**config.mk**
```make
export PLATFORM = sky130hd
export DESIGN_NAME = store_buffer
export DESIGN_NICKNAME = d
export VERILOG_FILES = /design/src/rtl/store_buffer.sv
export SDC_FILE = /design/constraint.sdc
export NUM_CORES = 1
export LEC_CHECK = 0
export ABC_CLOCK_PERIOD_IN_PS = 7300
export BUFFER_PORTS_ARGS = -buffer_cell sky130_fd_sc_hd__buf_2
export CORE_ASPECT_RATIO = 0.75
export CORE_MARGIN = 8
export CORE_UTILIZATION = 43
export DETAILED_ROUTE_END_ITERATION = 6
export PLACE_DENSITY = 0.7
export SETUP_SLACK_MARGIN = 0.02
export SLEW_MARGIN = 20
export SYNTH_ARGS = -nofsm -noshare
export SYNTH_HDL_FRONTEND = slang
export SYNTH_SLANG_ARGS = --single-unit
```
**constraint.sdc**
```tcl
create_clock -name clk -period 7.3 [get_ports clk]
set_input_delay 0.73 -clock clk [delete_from_list [all_inputs] [get_ports clk]]
set_output_delay 0.73 -clock clk [all_outputs]
set_load 0.03 [all_outputs]
```
**src/rtl/store_buffer.sv**
```systemverilog
`default_nettype none
// ============================================================================
// Module      : store_buffer
// Description : Write-posting store FIFO between the MEM stage and data memory,
//               with store-to-load forwarding when STORE_BUF_FWD_EN is defined
//               (otherwise conflicting loads are stalled via ld_stall).
// Revision    : 1.0
// ============================================================================
module store_buffer #(
    parameter int WORD_LEN = 32,
    parameter int DEPTH    = 4
) (
    input  logic                       clk,
    input  logic                       rst,
    input  logic                       st_valid,
    input  logic [WORD_LEN-1:0]        st_addr,
    input  logic [WORD_LEN-1:0]        st_data,
    input  logic                       ld_valid,
    input  logic [WORD_LEN-1:0]        ld_addr,
    input  logic                       drain_hold,
    output logic                       full,
    output logic                       empty,
    output logic [$clog2(DEPTH+1)-1:0] count,
    output logic                       fwd_hit,
    output logic [WORD_LEN-1:0]        fwd_data,
    output logic                       ld_stall,
    output logic                       mem_writeEn,
    output logic [WORD_LEN-1:0]        mem_address,
    output logic [WORD_LEN-1:0]        mem_dataIn
);
    localparam int c_PTR_W = $clog2(DEPTH);
    localparam int c_CNT_W = $clog2(DEPTH + 1);
    localparam logic [WORD_LEN-1:0] c_LOW_LIMIT = WORD_LEN'(1024);
    // Bit 10 and the byte offset are ignored when matching, as memory does.
    localparam logic [WORD_LEN-1:0] c_TAG_MASK  = ~(WORD_LEN'(32'h0000_0403));

    logic [WORD_LEN-1:0] r_addr [DEPTH];
    logic [WORD_LEN-1:0] r_data [DEPTH];
    logic [DEPTH-1:0]    r_valid;
    logic [c_PTR_W-1:0]  r_wr_ptr;
    logic [c_PTR_W-1:0]  r_rd_ptr;
    logic [c_CNT_W-1:0]  r_count;

    logic                w_full;
    logic                w_empty;
    logic                w_push;
    logic                w_pop;
    logic [DEPTH-1:0]    w_push_mask;
    logic [DEPTH-1:0]    w_pop_mask;
    logic                w_hit;
    logic [c_PTR_W-1:0]  w_idx;
`ifdef STORE_BUF_FWD_EN
    logic [WORD_LEN-1:0] w_hit_data;
`endif

    assign w_full      = (r_count == c_CNT_W'(DEPTH));
    assign w_empty     = (r_count == '0);
    assign w_push      = st_valid && !w_full;
    assign w_pop       = !w_empty && !drain_hold;
    assign w_push_mask = w_push ? (DEPTH'(1) << r_wr_ptr) : '0;
    assign w_pop_mask  = w_pop  ? (DEPTH'(1) << r_rd_ptr) : '0;

    always_ff @(posedge clk) begin
        if (rst) begin
            r_wr_ptr <= '0;
            r_rd_ptr <= '0;
            r_count  <= '0;
            r_valid  <= '0;
        end else begin
            if (w_push) begin
                r_wr_ptr <= r_wr_ptr + c_PTR_W'(1);
            end
            if (w_pop) begin
                r_rd_ptr <= r_rd_ptr + c_PTR_W'(1);
            end
            r_valid <= (r_valid & ~w_pop_mask) | w_push_mask;
            r_count <= r_count + c_CNT_W'(w_push) - c_CNT_W'(w_pop);
        end
    end

    // Entry payload needs no reset; the valid bits qualify it.
    always_ff @(posedge clk) begin
        if (w_push) begin
            r_addr[r_wr_ptr] <= st_addr;
            r_data[r_wr_ptr] <= st_data;
        end
    end

    // Walk oldest to youngest so the last match seen is the youngest.
    always_comb begin
        w_hit = 1'b0;
        w_idx = r_rd_ptr;
`ifdef STORE_BUF_FWD_EN
        w_hit_data = '0;
`endif
        for (int i = 0; i < DEPTH; i++) begin
            w_idx = r_rd_ptr + c_PTR_W'(i);
            if (r_valid[w_idx] && (((r_addr[w_idx] ^ ld_addr) & c_TAG_MASK) == '0)) begin
                w_hit = 1'b1;
`ifdef STORE_BUF_FWD_EN
                w_hit_data = r_data[w_idx];
`endif
            end
        end
        if (!ld_valid || (ld_addr < c_LOW_LIMIT)) begin
            w_hit = 1'b0;
`ifdef STORE_BUF_FWD_EN
            w_hit_data = '0;
`endif
        end
    end

`ifdef STORE_BUF_FWD_EN
    assign fwd_hit  = w_hit;
    assign fwd_data = w_hit_data;
    assign ld_stall = 1'b0;
`else
    assign fwd_hit  = 1'b0;
    assign fwd_data = '0;
    assign ld_stall = w_hit;
`endif

    assign full        = w_full;
    assign empty       = w_empty;
    assign count       = r_count;
    assign mem_writeEn = w_pop;
    assign mem_address = w_empty ? '0 : r_addr[r_rd_ptr];
    assign mem_dataIn  = w_empty ? '0 : r_data[r_rd_ptr];

endmodule
`default_nettype wire
```
# == Word level (Yosys, flattened, before mapping) ==
# Memory sizes are Yosys's and may differ from the RTL's. A register that Yosys moved wholly into a read port is not among the register bits.
# Index checks and enable logic that the tools add are counted.
# word_totals
inputBits,101
mem_count,2
ram_bits,256
mem_bits_ro,0
regBits,11
word_cells,66
out_inout_bits,104
latchBits,0
# mem_list
name,words,width,read_ports,rd_clocked_by_memory_dff,write_ports,line_no,source
r_addr,4,32,4,1,1,37,logic [WORD_LEN-1:0] r_addr [DEPTH];
r_data,4,32,1,1,1,38,logic [WORD_LEN-1:0] r_data [DEPTH];
# classes
mul,0
n_addsub,6
mux,23
order_cmp,5
n_bitwise,7
reduce_logical,16
n_shift,2
n_div,0
eq_ne,1
# ops
operator,n
$logic_not A32 Y1,4
$xor A32 B32 Y32,4
$mux W32,2
$lt A32 B11 Y1 const B,1
$lt A2 B3 Y1 const B,4
$mux W1,11
$bmux W1 S2,4
$mux W2,4
$mux W4,2
$shl A1 B2 Y4 const A,2
$logic_and A1 B1 Y1,6
$add A2 B1 Y2 const B,2
$add A2 B2 Y2 const B,2
$and A4 B4 Y4,1
$logic_not A1 Y1,4
$not A4 Y4,1
$or A4 B4 Y4,1
$add A3 B1 Y3,1
$eq A3 B3 Y1 const B,1
$logic_not A3 Y1,1
$sub A3 B1 Y3,1
$logic_or A1 B1 Y1,1

# == Logic depth before layout (Yosys ltp) ==
# An unclocked memory read counts as a cell.
# depth
word_depth,9
ltp_mapped,17
mapped_depth_nobuf,11

# == Worst setup path after synthesis ==
# Ideal clock, no wire load.
# synth_timing
path_type,register to output
start,reg r_rd_ptr[0]
end,out ld_stall
arrival_time_ns,3.534
n_path_buf,6
stages_incl_launch_ff,15
required_ns,6.570
setup_slack_ns,3.036
cell_sequence,dfxtp_1 buf_6 buf_12 buf_6 buf_6 buf_4 inv_1 ha_1 buf_2 mux4_2 xnor2_1 or4_1 nor4b_2 nand4_1 a41oi_2
# synth_via
elab_cells_between_ends,27
classes_between,add/sub: 3; mux: 13; bitwise: 3; reduce/logical: 7; memory: 1
# synth_rtl
element,line_no,source
from (decl),41,logic [c_PTR_W-1:0] r_rd_ptr;
from (signal assigned),74,r_rd_ptr <= r_rd_ptr + c_PTR_W'(1);
$add A2 B2 Y2 (*),97,w_idx = r_rd_ptr + c_PTR_W'(i);
named net w_idx[0],51,logic [c_PTR_W-1:0] w_idx;
$mem_v2 Z4 W32,n/a,
$xor A32 B32 Y32,98,if (r_valid[w_idx] && (((r_addr[w_idx] ^ ld_addr) & c_TAG_MASK) == '0)) begin
$logic_not A32 Y1,98,
$logic_and A1 B1 Y1 (*),98,
$mux W1 (*),98,
$mux W1 (*),105,if (!ld_valid || (ld_addr < c_LOW_LIMIT)) begin
to (decl),26,"output logic ld_stall,"
# The timed path passes the listed nets; every way through them passes the cells marked *. The select of a mux whose other input is x is not followed.

# == Worst setup path after layout ==
# layout_timing
start,reg r_rd_ptr[0]
end,out ld_stall
# layout_via
elab_chain_cells,9
elab_cells_between_ends,27
classes_between,add/sub: 3; mux: 13; bitwise: 3; reduce/logical: 7; memory: 1
# layout_rtl
element,line_no
$add A2 B1 Y2,97
$mem_v2 Z4 W32,n/a
$xor A32 B32 Y32,98
$logic_not A32 Y1,98
$logic_and A1 B1 Y1,98
$mux W1 (2 in series),98
$mux W1 (*),98
$mux W1 (*),105
# Every way passes the cells marked *; elsewhere a longest branch is shown, timed or not. The select of a mux whose other input is x is not followed.

==> flow_results.xml <==
<?xml version="1.0" encoding="UTF-8"?>
<metrics>
  <group name="outcome">
    <metric name="outcome" unit="">finished, final reports clean</metric>
  </group>
  <group name="clocking">
    <metric name="cts_sink_cnt" unit="">269</metric>
    <metric name="worst_setup_hold_path_clk_slew" unit="ps">70</metric>
    <metric name="clock_tree.buffer_depth" unit="">3</metric>
    <metric name="post_cts.resized_instances" unit="">0</metric>
    <metric name="cts-htree-levels" unit="">1</metric>
    <metric name="clock_insertion_delay_worst_skew" unit="ps">550</metric>
    <metric name="cts_post_setup_buffers_inserted" unit="">0</metric>
    <metric name="cts.hold.buffers_added" unit="">0</metric>
    <metric name="cts_inserted_buffers" unit="">27</metric>
    <metric name="tritoncts" unit="">done</metric>
    <metric name="clockRootBuffer" unit="">sky130_fd_sc_hd__clkbuf_16</metric>
  </group>
  <group name="setup_path">
    <metric name="worst_path_largest_cell_delay" unit="ps">850</metric>
    <metric name="path_common_cell" unit="">sky130_fd_sc_hd__nor4_1</metric>
    <metric name="cpLargestDelayFamily" unit="">buffers and inverters</metric>
    <metric name="crit_required" unit="ps">6570</metric>
    <metric name="r2r_setup_slack" unit="ps">4640</metric>
    <metric name="worst_setup_path_category" unit="">flip-flop to output pin</metric>
    <metric name="endpoint_kind" unit="">output pin</metric>
    <metric name="critPathMaxFanout" unit="">61</metric>
    <metric name="crit_path_cell_trace" unit="">buf_4, mux2i_1, o2bb2ai_1, nor4_1, a21oi_1, nor4_1, nand4_1, a41oi_2, buf_2</metric>
    <metric name="crit_path_top_delay_cell" unit="">sky130_fd_sc_hd__dfxtp_4</metric>
    <metric name="critical_path.n_buffers_inverters" unit="">2</metric>
    <metric name="critPathArrivalTime" unit="ps">4690</metric>
    <metric name="critical_path.startpoint_type" unit="">flip-flop</metric>
  </group>
  <group name="synthesis">
    <metric name="async_reset_ff_share" unit="%">0</metric>
    <metric name="yosysWarningCount" unit="">0</metric>
    <metric name="synth_seq_cells" unit="">269</metric>
    <metric name="synth.avg_cell_area" unit="um^2">15.0</metric>
    <metric name="mappedNetlistArea" unit="mm^2">0.0145</metric>
    <metric name="synthDistinctLibCells" unit="">61</metric>
    <metric name="postSynth.topFlopCell" unit="">sky130_fd_sc_hd__edfxtp_1</metric>
    <metric name="synth_enable_flop_cells" unit="">256</metric>
    <metric name="yosysSeqAreaShare" unit="%">54.7</metric>
    <metric name="synth_cells" unit="">967</metric>
  </group>
  <group name="pwr">
    <metric name="vdd.ir_drop.worst" unit="uV">365</metric>
    <metric name="power_density" unit="mW/mm^2">382</metric>
    <metric name="leakage" unit="nW">5.56</metric>
    <metric name="total_power" unit="mW">6.27</metric>
  </group>
  <group name="layout">
    <metric name="flow.area_growth_from_synthesis" unit="%">12.9</metric>
    <metric name="drive_gt1_share" unit="%">31.6</metric>
    <metric name="finish.instance_area" unit="mm^2">0.0164</metric>
    <metric name="multiInputGateArea" unit="mm^2">0.00600</metric>
    <metric name="final_core_utilization" unit="%">49.2</metric>
    <metric name="total_nets_final" unit="">1213</metric>
    <metric name="fillers" unit="">2940</metric>
    <metric name="layout.area.seq" unit="mm^2">0.00796</metric>
  </group>
  <group name="die">
    <metric name="die_area" unit="mm^2">0.0400</metric>
    <metric name="starting_density_of_the_core" unit="%">43.6</metric>
    <metric name="top_level_ports" unit="">205</metric>
    <metric name="die_width" unit="um">228</metric>
    <metric name="core" unit="mm^2">0.0334</metric>
    <metric name="die_y" unit="um">175</metric>
    <metric name="std_cell_rows" unit="">58</metric>
  </group>
  <group name="sta">
    <metric name="final_max_slew_viol_count" unit="">0</metric>
    <metric name="finalWorstPathRequiredPeriod" unit="ps">5420</metric>
    <metric name="min_period_over_period" unit="%">74.3</metric>
    <metric name="worst-slew-pin-transition" unit="ps">960</metric>
    <metric name="grt_setup_unrepaired" unit="">no</metric>
    <metric name="fin_worst_skew" unit="ps">17.8</metric>
    <metric name="maxClockFrequency" unit="MHz">184</metric>
    <metric name="setup_violations" unit="">0</metric>
    <metric name="whs" unit="ps">393</metric>
    <metric name="final.setup.tns" unit="ps">0</metric>
    <metric name="final_hold_viol_count" unit="">0</metric>
    <metric name="max-slew-margin-rel" unit="%">36.0</metric>
  </group>
  <group name="global_routing">
    <metric name="via_count_of_the_first_global_routing_pass" unit="">9321</metric>
    <metric name="antenna_found_initial" unit="">11</metric>
    <metric name="wire_length_of_the_first_global_routing_pass" unit="um">59600</metric>
    <metric name="global_route.usage.total" unit="%">19.3</metric>
    <metric name="grt_overflow_total" unit="">0</metric>
    <metric name="maximum_number_of_pins_on_one_net_before_global_route_repair" unit="">67</metric>
  </group>
  <group name="route">
    <metric name="routedWlPerCell" unit="um">25.1</metric>
    <metric name="postRouteWirelength" unit="um">39500</metric>
    <metric name="viasPerCell" unit="">5.83</metric>
    <metric name="drt_iter0_drc" unit="">858</metric>
    <metric name="detailedRoute.firstPassIterationCount" unit="">5</metric>
    <metric name="via_count" unit="">9190</metric>
    <metric name="detail_route.drc_violations" unit="">0</metric>
    <metric name="ant_nets" unit="">0</metric>
  </group>
  <group name="job">
    <metric name="max_cap_viol_count" unit="">0</metric>
  </group>
  <group name="place">
    <metric name="dp.final_hpwl" unit="um">28100</metric>
    <metric name="placement.io_buffers" unit="">169</metric>
    <metric name="routability_congestion" unit="">0.954</metric>
    <metric name="postPlaceCellArea" unit="mm^2">0.0155</metric>
  </group>
  <group name="worst_hold_path">
    <metric name="holdCritPathClass" unit="">primary input to flip-flop</metric>
  </group>
</metrics>
cell usage in the layout, fill, tap and decap left out, types with 6 or more instances in the layout:
cell,instances
sky130_fd_sc_hd__xnor2_1,63
sky130_fd_sc_hd__nor2_1,37
sky130_fd_sc_hd__conb_1,33
sky130_fd_sc_hd__nand4_1,15
sky130_fd_sc_hd__buf_4,12
sky130_fd_sc_hd__edfxtp_1,256
sky130_fd_sc_hd__nor4_1,13
sky130_fd_sc_hd__o221ai_1,6
sky130_fd_sc_hd__ha_1,9
sky130_fd_sc_hd__a21oi_1,16
sky130_fd_sc_hd__o21ai_0,14
sky130_fd_sc_hd__inv_1,17
sky130_fd_sc_hd__buf_2,169
sky130_fd_sc_hd__mux2_2,13
sky130_fd_sc_hd__nand2_1,36
sky130_fd_sc_hd__mux4_2,100
sky130_fd_sc_hd__nor2b_1,59
sky130_fd_sc_hd__a221oi_1,11
sky130_fd_sc_hd__dfxtp_1,10
sky130_fd_sc_hd__clkbuf_16,27
sky130_fd_sc_hd__mux2i_1,76
sky130_fd_sc_hd__xor2_1,31
sky130_fd_sc_hd__clkinv_2,7
sky130_fd_sc_hd__clkinv_1,7
state kept, by name, summed over array words and instances, names as in the netlist, named ones only:
name and cells:
count 3, r_addr 128, r_data 128, r_rd_ptr 2, r_valid 4, r_wr_ptr 2
path summary, 6_finish.rpt:
kind                                                from                     end  cells after the start
worst max-delay path            r_rd_ptr[0]$_SDFFE_PP0P_                ld_stall                      9
worst min-delay path                          st_data[2]  r_data[3][2]$_DFFE_PP_                      1
worst max register to register       count[1]$_SDFF_PP0_  r_addr[1][6]$_DFFE_PP_                      4
worst min register to register     r_valid[2]$_SDFF_PP0_   r_valid[2]$_SDFF_PP0_                      2
cell type report:
type	count	area share [%]
flip-flops and latches	269	48.5
multi-input cells	603	36.5
repair buffers	181	5.70
clock buffers	32	4.23
well taps	450	3.43
clock inverters	18	1.14
inverters	19	0.434
diodes	4	0.0610
metrics by stage:
| stage | std cells | setup slack (ps) |
|---|---|---|
| finish | 1576 | 1880 |
| global route | 1576 | 1490 |
| CTS | 1572 | 1840 |
| detailed placement | 1522 | 2420 |
| global placement | 1522 | 2430 |
| floorplan | 999 | 3040 |
power by group:
group          internal (mW)  switching (mW)
sequential              1.89           0.168
clock                  0.818           0.577
combinational           1.13            1.69
synth_stat cells, types with 3 or more instances:
library cell | count | area [um^2]
sky130_fd_sc_hd__clkbuf_1 | 39 | 146
sky130_fd_sc_hd__a2111oi_0 | 5 | 43.8
sky130_fd_sc_hd__buf_2 | 13 | 65.1
sky130_fd_sc_hd__xnor2_1 | 63 | 552
sky130_fd_sc_hd__a22oi_1 | 5 | 37.5
sky130_fd_sc_hd__buf_4 | 40 | 300
sky130_fd_sc_hd__o221ai_1 | 6 | 52.6
sky130_fd_sc_hd__mux4_2 | 100 | 2250
sky130_fd_sc_hd__o22ai_1 | 4 | 25.0
sky130_fd_sc_hd__mux2i_1 | 76 | 761
sky130_fd_sc_hd__a221oi_1 | 11 | 96.3
sky130_fd_sc_hd__nor2_1 | 37 | 139
sky130_fd_sc_hd__nand4_1 | 15 | 93.8
sky130_fd_sc_hd__buf_6 | 8 | 90.1
sky130_fd_sc_hd__and2_1 | 8 | 50.1
sky130_fd_sc_hd__o21ai_0 | 14 | 70.1
sky130_fd_sc_hd__inv_1 | 17 | 63.8
sky130_fd_sc_hd__mux2_2 | 13 | 146
sky130_fd_sc_hd__a21oi_1 | 16 | 80.1
sky130_fd_sc_hd__edfxtp_1 | 256 | 7690
sky130_fd_sc_hd__dfxtp_1 | 13 | 260
sky130_fd_sc_hd__xor2_1 | 31 | 272
sky130_fd_sc_hd__a22o_1 | 3 | 26.3
sky130_fd_sc_hd__nor4_1 | 13 | 81.3
sky130_fd_sc_hd__ha_1 | 10 | 125
sky130_fd_sc_hd__o211ai_1 | 3 | 22.5
sky130_fd_sc_hd__nor2b_1 | 59 | 369
sky130_fd_sc_hd__nor3_1 | 3 | 15.0
sky130_fd_sc_hd__buf_1 | 6 | 22.5
sky130_fd_sc_hd__nand2_1 | 36 | 135
sky130_fd_sc_hd__a211oi_1 | 5 | 37.5
per-layer routing:
layer  track usage (%)  share of wire (%)  vias to the layer above
met5                 0               0.21                        -
li1                  -                  -                     3966
met1              27.2                 43                     4745
met2              29.2                 46                      397
met4              5.55                2.4                       14
met3              4.93                8.5                       68
cells by family (layout without fill, tap and decap cells):
logic type | count (synthesis) | in the layout | share of synthesized area, %
DFF | 269 | 269 | 54.7
muxes | 194 | 194 | 22.3
and+or+nand+nor | 182 | 182 | 6.77
buffers and inverters | 127 | 250 | 5.03
xor gates and xnor gates | 94 | 94 | 5.66
AOI/OAI and AO/OA | 89 | 89 | 4.51
adders and majority gates | 11 | 11 | 0.998
other | 1 | 37 | 0.0258
Power figures use the tool's default switching activity.
